File: config.mk
export PLATFORM = sky130hd
export DESIGN_NAME = pc_redirect_unit
export DESIGN_NICKNAME = d
export VERILOG_FILES = /design/src/rtl/mips_pkg.sv /design/src/rtl/branch_target_adder.sv /design/src/rtl/pc_redirect_unit.sv
export SDC_FILE = /design/constraint.sdc
export NUM_CORES = 1
export LEC_CHECK = 0
export ABC_AREA = 0
export CAP_MARGIN = 20
export CORE_MARGIN = 5
export CORE_UTILIZATION = 40
export DETAILED_ROUTE_END_ITERATION = 8
export GPL_ROUTABILITY_DRIVEN = 0
export PLACE_DENSITY = 0.67
export SLEW_MARGIN = 20
export SYNTH_ARGS = -nofsm -noshare
export SYNTH_HDL_FRONTEND = slang
export SYNTH_SLANG_ARGS = --single-unit
export TNS_END_PERCENT = 5
File: constraint.sdc
create_clock -name Clk -period 6.39 [get_ports Clk]
set_clock_uncertainty 0.05 [all_clocks]
set_input_delay 0.639 -clock Clk [delete_from_list [all_inputs] [get_ports Clk]]
set_output_delay 0.639 -clock Clk [all_outputs]
set_load 0.02 [all_outputs]
File: src/rtl/mips_pkg.sv
// rtl/mips_pkg.sv - shared encodings and constants for the MIPS fetch/redirect path
package mips_pkg;

  typedef enum logic [1:0] {
    ST_RUN   = 2'd0,
    ST_HOLD  = 2'd1,
    ST_FLUSH = 2'd2
  } state_t;

  typedef enum logic [1:0] {
    SEL_NONE   = 2'd0,
    SEL_BRANCH = 2'd1,
    SEL_JR     = 2'd2,
    SEL_J      = 2'd3
  } sel_t;

  localparam logic [31:0] PC_INCR = 32'd4;

endpackage

File: src/rtl/branch_target_adder.sv
// rtl/branch_target_adder.sv - modular 32-bit add of branch PC+4 and word-aligned offset
module branch_target_adder (
  input  logic [31:0] pc4,
  input  logic [31:0] offset,
  output logic [31:0] target
);

  // Carry out is intentionally discarded so targets wrap around the address space.
  assign target = pc4 + offset;

endmodule

File: src/rtl/pc_redirect_unit.sv
// rtl/pc_redirect_unit.sv - PC register with branch/jump/JR redirect, stall buffering and flush
module pc_redirect_unit
  import mips_pkg::*;
#(
  parameter logic [31:0] RESET_PC     = 32'h0000_0000,
  parameter int          FLUSH_CYCLES = 2
) (
  input  logic        Clk,
  input  logic        Reset,
  input  logic        Stall,
  input  logic        BranchTaken,
  input  logic [31:0] BranchPC4,
  input  logic [31:0] ShiftedOffset,
  input  logic        Jump,
  input  logic [31:0] JumpTarget,
  input  logic        JumpReg,
  input  logic [31:0] RegTarget,
  output logic [31:0] PC,
  output logic [31:0] PCPlus4,
  output logic        Flush,
  output logic        RedirectPending,
  output logic        AlignFault
);

  localparam logic [2:0] FLUSH_INIT = 3'(FLUSH_CYCLES);

  state_t      state_q, state_n;
  sel_t        sel;
  logic [31:0] pc_q, pc_n;
  logic [31:0] pend_q, pend_n;
  logic        pend_br_q, pend_br_n;
  logic [2:0]  cnt_q, cnt_n;
  logic        flush_q, pendflag_q;
  logic        align_q, align_n;
  logic [31:0] branch_target;
  logic [31:0] req_target;
  logic [31:0] hold_target;

  branch_target_adder u_bta (
    .pc4    (BranchPC4),
    .offset (ShiftedOffset),
    .target (branch_target)
  );

  // The branch in EX is older than any jump in ID, so it wins.
  always_comb begin
    sel = SEL_NONE;
    if (BranchTaken)  sel = SEL_BRANCH;
    else if (JumpReg) sel = SEL_JR;
    else if (Jump)    sel = SEL_J;
  end

  always_comb begin
    req_target = 32'd0;
    case (sel)
      SEL_BRANCH: req_target = branch_target;
      SEL_JR:     req_target = RegTarget;
      SEL_J:      req_target = JumpTarget;
      default:    req_target = 32'd0;
    endcase
  end

  // Only a branch may displace a buffered jump/JR; a buffered branch is never replaced.
  assign hold_target = (BranchTaken && !pend_br_q) ? branch_target : pend_q;

  always_comb begin
    state_n   = state_q;
    pc_n      = pc_q;
    pend_n    = pend_q;
    pend_br_n = pend_br_q;
    cnt_n     = cnt_q;
    align_n   = align_q;
    case (state_q)
      ST_RUN: begin
        if (sel != SEL_NONE) begin
          if (!Stall) begin
            pc_n    = req_target;
            state_n = ST_FLUSH;
            cnt_n   = FLUSH_INIT;
            align_n = align_q | (req_target[1:0] != 2'b00);
          end else begin
            pend_n    = req_target;
            pend_br_n = (sel == SEL_BRANCH);
            state_n   = ST_HOLD;
          end
        end else if (!Stall) begin
          pc_n = pc_q + PC_INCR;
        end
      end
      ST_HOLD: begin
        if (Stall) begin
          pend_n    = hold_target;
          pend_br_n = pend_br_q | BranchTaken;
        end else begin
          pc_n    = hold_target;
          state_n = ST_FLUSH;
          cnt_n   = FLUSH_INIT;
          align_n = align_q | (hold_target[1:0] != 2'b00);
        end
      end
      ST_FLUSH: begin
        if (!Stall) begin
          pc_n  = pc_q + PC_INCR;
          cnt_n = cnt_q - 3'd1;
          if (cnt_q == 3'd1) state_n = ST_RUN;
        end
      end
      default: state_n = ST_RUN;
    endcase
  end

  always_ff @(posedge Clk or negedge Reset) begin
    if (!Reset) begin
      state_q    <= ST_RUN;
      pc_q       <= RESET_PC;
      pend_q     <= 32'd0;
      pend_br_q  <= 1'b0;
      cnt_q      <= 3'd0;
      flush_q    <= 1'b0;
      pendflag_q <= 1'b0;
      align_q    <= 1'b0;
    end else begin
      state_q    <= state_n;
      pc_q       <= pc_n;
      pend_q     <= pend_n;
      pend_br_q  <= pend_br_n;
      cnt_q      <= cnt_n;
      flush_q    <= (state_n == ST_FLUSH);
      pendflag_q <= (state_n == ST_HOLD);
      align_q    <= align_n;
    end
  end

  assign PC              = pc_q;
  assign PCPlus4         = pc_q + PC_INCR;
  assign Flush           = flush_q;
  assign RedirectPending = pendflag_q;
  assign AlignFault      = align_q;

endmodule

==> impl_metrics.json, run 1 <==
{
  "status": "finished, final reports clean",
  "fp.dieW_um": 152.0,
  "synth_largest_area_cell": "dfrtp_1",
  "cts_resized": 0,
  "max-slew-margin-rel_pct": 20.82,
  "hold_class": "in2async",
  "worst_path_largest_cell_delay_ns": 0.69,
  "fin_nets": 1380,
  "ys.warnings.count": 0,
  "use_met3_pct": 5.148,
  "crit_arrival_ns": 3.27,
  "syn-cell-area_um2": 8066,
  "antenna_cells": 0,
  "worst-r2r-setup-slack_ns": 3.24,
  "reg2reg_from": "state_q[1]",
  "vias": 8973,
  "area.growth.synth_to_final_pct": 29.15,
  "drt_wl_total_um": 29510,
  "seq_area_frac_synth_pct": 22.65,
  "path_cells": "ha_1, nand3_1, nor4_1, and3_1, and3_1, xor2_1, clkdlybuf4s50_1",
  "finalSetupViolCount": 0,
  "synth_edf_count": 0,
  "cts-root-buf": "clkbuf_16",
  "maxSlewViolCount": 0,
  "cts_hold_buf": 0,
  "synthCells": 1058,
  "cp_max_fo": 7,
  "first_pass_iters": 6,
  "clock_sinks": 73,
  "clk_latency_ns": 0.34,
  "grt_pass1_wl_um": 46830,
  "core_area_um2": 20040,
  "grt_use_met2_pct": 38.72,
  "num_rows": 52,
  "initial_core_util_pct": 40.25,
  "clkSlewWorstSetupHoldPaths_ns": 0.07,
  "fin_cells": 1482,
  "crit_top_cell": "and3_1",
  "dieArea_um2": 23110,
  "hpwl_um": 22480,
  "cts_max_path_buffers": 2,
  "crit_path_end_kind": "output pin",
  "timing.fmax_ghz": 0.2525,
  "htreeDepth": 3,
  "numCtsBuffers": 9,
  "worstSetupPathType": "reg2out",
  "grt_max_degree": 74,
  "synth_area_per_cell_um2": 7.624,
  "yosysTopAreaCellShare_pct": 22.65,
  "final_antenna_net_count": 0,
  "async_reset_ff_share_pct": 100.0,
  "ff2ff_path_depth": 10,
  "worst_pin_slew_ns": 1.183,
  "min_period_over_period_pct": 61.98,
  "synth_nets": 1231,
  "ys_top_cells_by_area": "dfrtp_1, ha_1, a21oi_1, nand2_1, nor2_1",
  "tns_ns": 0,
  "critical-path-slowest-cell": "nor4_1",
  "layout_commonest_cell": "clkdlybuf4s50_1",
  "grt.overflow.total": 0,
  "grt.busiest_layer": "met2",
  "cts_setup_buffers": 0,
  "synth_ff_type": "dfrtp_1",
  "drc": 0,
  "grt_pass1_vias": 8508,
  "portBuffers": 200,
  "track_usage_pct": 24.46,
  "dp_cells": 1465,
  "rr_endpoint": "pend_q[29]",
  "min_period_ns": 3.961,
  "hold_viol_final": 0,
  "drv_cap": 0,
  "crit_family": "simple AND/OR/NAND/NOR gates",
  "crit_required_ns": 5.70,
  "cts_tree": "done",
  "synth-seq-cells": 73,
  "path_buf_inv": 1,
  "leakagePower_nw": 4.084,
  "peakVddDrop_mv": 0.1939,
  "vias_per_cell": 6.055,
  "antenna_found_initial": 0,
  "cp-start-kind": "flip-flop",
  "power_density_nw_per_um2": 417.4,
  "wl_per_cell_um": 19.91,
  "final_cell_mix": "clkdlybuf4s50_1, nand2_1, nor2_1",
  "initialDrtViolationCount": 993,
  "grt_use_met1_pct": 34.26,
  "drive_above_1_share_pct": 5.776,
  "die_h_um": 152.0,
  "grt_setup_unrepaired": "false",
  "io_pins": 201,
  "ys_types": 85
}
worst max path at each step:
stage,from,to,depth (start not counted)
floorplan,BranchPC4[0],PC[30],10
global placement,BranchPC4[0],PC[30],11
detailed placement,BranchPC4[0],pend_q[24],11
CTS,PC[2],PCPlus4[26],7
global route,PC[2],PCPlus4[26],7
finish,PC[3],PCPlus4[26],7
Yosys cell counts, types with 20 or more instances:
cell and instances:
nand3_1 28, nor2_1 111, o21ai_0 79, ha_1 38, a21oi_1 89, a211oi_1 26
o22ai_1 22, a221oi_1 27, a22oi_1 22, dfrtp_1 73, inv_1 25, nand2_1 115
clkbuf_1 59, xor2_1 34, nor3_1 20, xnor2_1 47
logic make-up (layout without fill, tap and decap cells):
kind of cell	after synthesis	count (layout)	share of synthesized area [%]
AOI/OAI and AO/OA	395	395	33.47
xor gates and xnor gates	81	81	8.795
adders and majority gates	39	39	6.142
buffers and inverters	105	259	6.344
DFF	73	73	22.65
muxes	9	9	1.132
and+or+nand+nor	356	356	21.47
metrics by stage:
stage	power, W	setup slack (ns)	instance area [um2]	util, %	hold slack, ns
after floorplan	0.002840	3.330	8066	-	0.2934
after global placement	0.003778	2.566	10110	50.44	0.3997
after detailed placement	0.003803	2.493	10110	50.44	0.4022
after CTS	0.004300	2.388	10390	51.85	0.4224
after global routing	0.004638	2.299	10420	51.99	0.2547
final	0.004348	2.429	10420	51.99	0.2310
flip-flops by register name (all words and copies together), names as in the netlist:
signal,flops
AlignFault,1
Flush,1
PC,32
RedirectPending,1
cnt_q,3
pend_br_q,1
pend_q,32
state_q,2
report_power, final:
group          total (W)  switching [W]  internal (W)
Sequential       0.00101       0.000319      0.000694
Combinational    0.00285        0.00163       0.00121
Clock           0.000487       0.000222      0.000266
metal layers:
metal	wire [um]	share of wire, %	up-vias
li1	-	-	4261
met1	12660	43	4173
met2	13080	44	482
met5	0	0	-
met4	733	2.5	0
met3	3040	10	57
area by class of cell:
| class | instances | area (um2) |
|---|---|---|
| fill | 1997 | 9622 |
| multi-input combinational | 880 | 5731 |
| timing repair buffer | 218 | 2147 |
| sequential | 73 | 1827 |
| tap | 270 | 337.8 |
| clock buffer | 9 | 225.2 |
| inverter | 25 | 93.84 |
| clock inverter | 7 | 56.30 |
Note: power is estimated with default switching activity, not from simulation.
==> inputs of run 2 (changes only) <==
- clock period: 6.39 -> 4 ns (I/O delays scaled with it)
==> run 2 against run 1 <==
  * First-iteration DRC count down 3.8%
  * Non-clock buffer count rose by 15
  * Worst setup slack lost 2.2 ns
  * Sequential cell count stayed put
  * Final area is 1.4% higher
  * Sequential share of layout area is 0.23 points lower
  * Count of clock-buffer cells in the layout rose by 2
  * Via count decreased by 0.11%
  * Utilization increased by 0.71 points
  * Critical path depth is the same
  * Worst hold slack worse by 0.18 ns
  * Critical path type unchanged
==> impl_metrics.json, run 2 (synthesis gave the netlist of run 1 again) <==
{
  "status": "finished, final reports clean",
  "grt_setup_unrepaired": "false",
  "ff2ff_path_depth": 9,
  "drive_above_1_share_pct": 6.927,
  "fp.dieW_um": 152.0,
  "cts_hold_buf": 0,
  "drv_cap": 0,
  "grt_max_degree": 49,
  "drc": 0,
  "worstSetupPathType": "reg2out",
  "hpwl_um": 22960,
  "die_h_um": 152.0,
  "max-slew-margin-rel_pct": 42.82,
  "htreeDepth": 3,
  "core_area_um2": 20040,
  "track_usage_pct": 24.68,
  "hold_class": "in2async",
  "cts_tree": "done",
  "drt_wl_total_um": 30090,
  "finalSetupViolCount": 0,
  "final_antenna_net_count": 0,
  "cts_resized": 0,
  "leakagePower_nw": 4.189,
  "tns_ns": 0,
  "worst-r2r-setup-slack_ns": 0.82,
  "final_cell_mix": "clkdlybuf4s50_1, nand2_1, nor2_1",
  "min_period_over_period_pct": 93.74,
  "antenna_cells": 0,
  "hold_viol_final": 0,
  "clk_latency_ns": 0.34,
  "vias_per_cell": 5.987,
  "cts-root-buf": "clkbuf_16",
  "cp_max_fo": 7,
  "cp-start-kind": "flip-flop",
  "area.growth.synth_to_final_pct": 30.90,
  "grt_pass1_vias": 8346,
  "antenna_found_initial": 1,
  "clkSlewWorstSetupHoldPaths_ns": 0.06,
  "power_density_nw_per_um2": 679.4,
  "fin_ws_ns": 0.2505,
  "worst_pin_slew_ns": 0.8556,
  "rr_endpoint": "PC[24]",
  "cts_setup_buffers": 0,
  "first_pass_iters": 8,
  "crit_required_ns": 3.55,
  "fin_nets": 1395,
  "crit_arrival_ns": 3.30,
  "io_pins": 201,
  "portBuffers": 200,
  "fill_cells": 1995,
  "crit_path_end_kind": "output pin",
  "grt_pass1_wl_um": 46940,
  "min_period_ns": 3.749,
  "layout_commonest_cell": "clkdlybuf4s50_1",
  "vias": 8963,
  "wl_per_cell_um": 20.10,
  "grt.overflow.total": 0,
  "pre_cts_ws_ns": 0.3870,
  "numCtsBuffers": 9,
  "clock_sinks": 73,
  "maxSlewViolCount": 0,
  "num_rows": 52,
  "reg2reg_from": "PC[3]",
  "initial_core_util_pct": 40.25,
  "peakVddDrop_mv": 0.2785,
  "dieArea_um2": 23110,
  "cts_max_path_buffers": 2,
  "timing.fmax_ghz": 0.2667,
  "initialDrtViolationCount": 955
}
==> run 2: cell types whose count changed in the layout (fill, tap and decap cells not counted), sizes merged <==
cell and change:
clkinvlp -3, buf +15, bufinv +2, clkbuf +2, inv -1
==> run 2: critical path: stages, from the launching register on <==
cell and delay, ns:
dfrtp_1 0.50, ha_1 0.30, nand3_1 0.23, nor4_1 0.67
and3_1 0.31, and3_1 0.18, xor2_1 0.14, clkdlybuf4s50_1 0.62
==> run 2: final cells by class <==
class	instances	area, um2	share of cell area [%]
Clock buffer	11	252.7	2.394
Clock inverter	5	77.57	0.7347
Sequential cell	73	1827	17.30
Multi-Input combinational cell	880	5731	54.27
Timing Repair Buffer	233	2240	21.21
Inverter	25	93.84	0.8887
Tap cell	270	337.8	3.199
==> run 2: metal layers <==
metal  wire length, um  part of all wire [%]  vias to the layer above  global-route usage [%]
li1                  -                     -                     4280                       -
met2             13290                    44                      456                   38.04
met4               699                   2.3                        2                   6.849
met3              3093                    10                       45                   5.631
met1             13000                    43                     4180                   34.81
met5                 7                 0.023                        -                       0
==> run 2: worst max-delay path by stage <==
stage / from / endpoint / slack [ns]
final: PC[3] / PCPlus4[26] / 0.25
after global routing: PC[3] / PCPlus4[26] / 0.08
after CTS: PC[3] / PCPlus4[26] / 0.23
after detailed placement: BranchPC4[0] / PC[30] / 0.39
after global placement: BranchPC4[0] / PC[30] / 0.43
after floorplan: BranchPC4[0] / PC[30] / 1.18
==> run 2: per-stage QoR <==
stage               instances  util [%]  area (um2)  total power, W  hold WS, ns
floorplan                1058         -        8066        0.004537      0.05441
finish                   1497     52.69       10560        0.007174      0.04734
detailed placement       1481     51.04       10230        0.006164       0.3978
global placement         1481     51.04       10230        0.006105       0.3961
CTS                      1497     52.69       10560        0.007097      0.06871
global route             1497     52.69       10560        0.007606       0.1031
==> run 2: report_power, final <==
part / switching, W / leakage [nW] / internal, W
Clock: 0.000337 / 0.162 / 0.000578
Combinational: 0.00266 / 3.16 / 0.00199
Sequential: 0.000506 / 0.871 / 0.00111
==> inputs of run 3 (changes only) <==
- CTS_CLUSTER_DIAMETER: not set -> 50
- DONT_BUFFER_PORTS: not set -> 1
- PLACE_DENSITY: 0.67 -> not set
- clock period: 4 -> 3.5 ns (I/O delays scaled with it)
==> run 3 against run 2 <==
  * Register-to-register slack worse by 0.35 ns
  * Sequential share of layout area grew 3.8 points
  * Via count down 7.7%
  * Clock power rose by 4.7%
  * Sequential cell count is the same
  * Largest power group unchanged
  * First-iteration DRC count down 16%
  * Combinational power down 1%
  * Critical path depth is 1 lower
  * Worst setup slack better by 0.11 ns
  * Highest routed layer unchanged
  * Die area unchanged
  * Sequential power grew 15%
  * Total power is 3.1% higher
==> impl_metrics.json, run 3 (synthesis gave the netlist of run 1 again) <==
{
  "crit_path_end_kind": "output pin",
  "worst_path_largest_cell_delay_ns": 0.59,
  "grt_pass1_wl_um": 46200,
  "placed_area_um2": 8334,
  "reg2reg_from": "PC[2]",
  "grt_max_degree": 74,
  "initialDrtViolationCount": 803,
  "wl_per_cell_um": 22.42,
  "drive_above_1_share_pct": 9.213,
  "track_usage_pct": 24.35,
  "hold_class": "in2reg",
  "area.growth.synth_to_final_pct": 7.476,
  "fin_nets": 1210,
  "tns_ns": 0,
  "clk_latency_ns": 0.35,
  "hold_viol_final": 0,
  "timing.fmax_ghz": 0.3188,
  "grt_setup_unrepaired": "false",
  "ff2ff_path_depth": 9,
  "multi_input_area_um2": 5731,
  "cp_max_fo": 7,
  "grt.overflow.total": 0,
  "htreeDepth": 3,
  "cts_max_path_buffers": 2,
  "drt_wl_total_um": 29410,
  "maxSlewViolCount": 0,
  "min_period_over_period_pct": 89.62,
  "cts_tree": "done",
  "fill_cells": 2094,
  "grt_pass1_vias": 7969,
  "fp.dieW_um": 152.0,
  "peakVddDrop_mv": 0.3217,
  "io_pins": 201,
  "path_cells": "ha_1, nand3_1, or3_1, nor2_1, nand2_1, xnor2_1",
  "worstSetupPathType": "reg2out",
  "hpwl_um": 22390,
  "final_antenna_net_count": 0,
  "fin_ws_ns": 0.3633,
  "leakagePower_nw": 3.469,
  "antenna_cells": 0,
  "vias": 8270,
  "dieArea_um2": 23110,
  "final_util_pct": 43.26,
  "pre_cts_ws_ns": 0.2954,
  "antenna_found_initial": 1,
  "clock_sinks": 73,
  "portBuffers": 0,
  "crit_arrival_ns": 2.74,
  "final_cell_mix": "nand2_1, nor2_1, a21oi_1",
  "fin_area_um2": 8670,
  "crit_required_ns": 3.10,
  "worst-r2r-setup-slack_ns": 0.47,
  "min_period_ns": 3.137,
  "core_area_um2": 20040,
  "numCtsBuffers": 9,
  "seq_area_um2": 1827,
  "critical-path-slowest-cell": "dfrtp_1",
  "num_rows": 52,
  "holdCritStartpoint": "BranchTaken",
  "drc": 0,
  "status": "finished, final reports clean",
  "die_h_um": 152.0,
  "drv_cap": 0,
  "max-slew-margin-rel_pct": 48.89,
  "worst_pin_slew_ns": 0.7638,
  "holdPathEnd": "pend_q[25]",
  "first_pass_iters": 5,
  "cp-start-kind": "flip-flop",
  "cts-root-buf": "clkbuf_16",
  "crit_start": "PC[2]",
  "power_density_nw_per_um2": 853.0,
  "layout_commonest_cell": "nand2_1",
  "cts_setup_buffers": 0,
  "initial_core_util_pct": 40.25,
  "vias_per_cell": 6.303,
  "finalSetupViolCount": 0,
  "rr_endpoint": "PC[30]",
  "clkSlewWorstSetupHoldPaths_ns": 0.06,
  "hold_path_depth": 1
}
[run 3: how the worst max path moves through the flow]
stage                     depth (start not counted)  slack [ns]          end
after floorplan                                  10        0.73       PC[30]
after global placement                           10        0.34       PC[30]
after detailed placement                         10        0.30       PC[30]
after CTS                                         6        0.30  PCPlus4[20]
after global routing                              6        0.13  PCPlus4[20]
final                                             6        0.36  PCPlus4[20]
[run 3: final cells by class]
class	instances	area share, %
Inverter	25	1.082
Timing Repair Buffer	48	4.416
Tap cell	270	3.897
Clock buffer	11	2.800
Multi-Input combinational cell	880	66.10
Sequential cell	73	21.07
Clock inverter	5	0.6350
[run 3: routing by layer]
metal | track usage [%] | share of wire [%] | up-vias
met1 | 34.92 | 46 | 3889
met5 | 0 | 0.068 | -
li1 | - | - | 3905
met4 | 6.293 | 2.1 | 2
met3 | 6.854 | 9.2 | 44
met2 | 36.09 | 43 | 430
[run 3: what timing repair did]
item,in CTS,in global routing
hold buffers,2,0
hold endpoints to repair,73,0
gates resized for setup,0,0
[run 3: per-stage QoR]
step,cells,total power [W],hold WS [ns]
3_3_place_gp,1294,0.006259,0.008749
4_1_cts,1312,0.007308,0.1010
2_1_floorplan,1058,0.005185,0.004409
3_5_place_dp,1294,0.006316,0.007875
5_1_grt,1312,0.007887,0.1026
6_report,1312,0.007395,0.1052
[run 3: critical path, delay by kind of cell, from the launching register on]
family                   cells  cell delay [ns]
XOR/XNOR                     1             0.42
AND/OR/NAND/NOR              4             1.08
flip-flops                   1             0.59
adder cells (fa/ha/maj)      1             0.29
[run 3: where the power goes]
part | internal [W] | total (W) | switching [W]
clock network | 0.000570 | 0.000959 | 0.000389
registers | 0.00126 | 0.00185 | 0.000587
logic | 0.00167 | 0.00458 | 0.00292
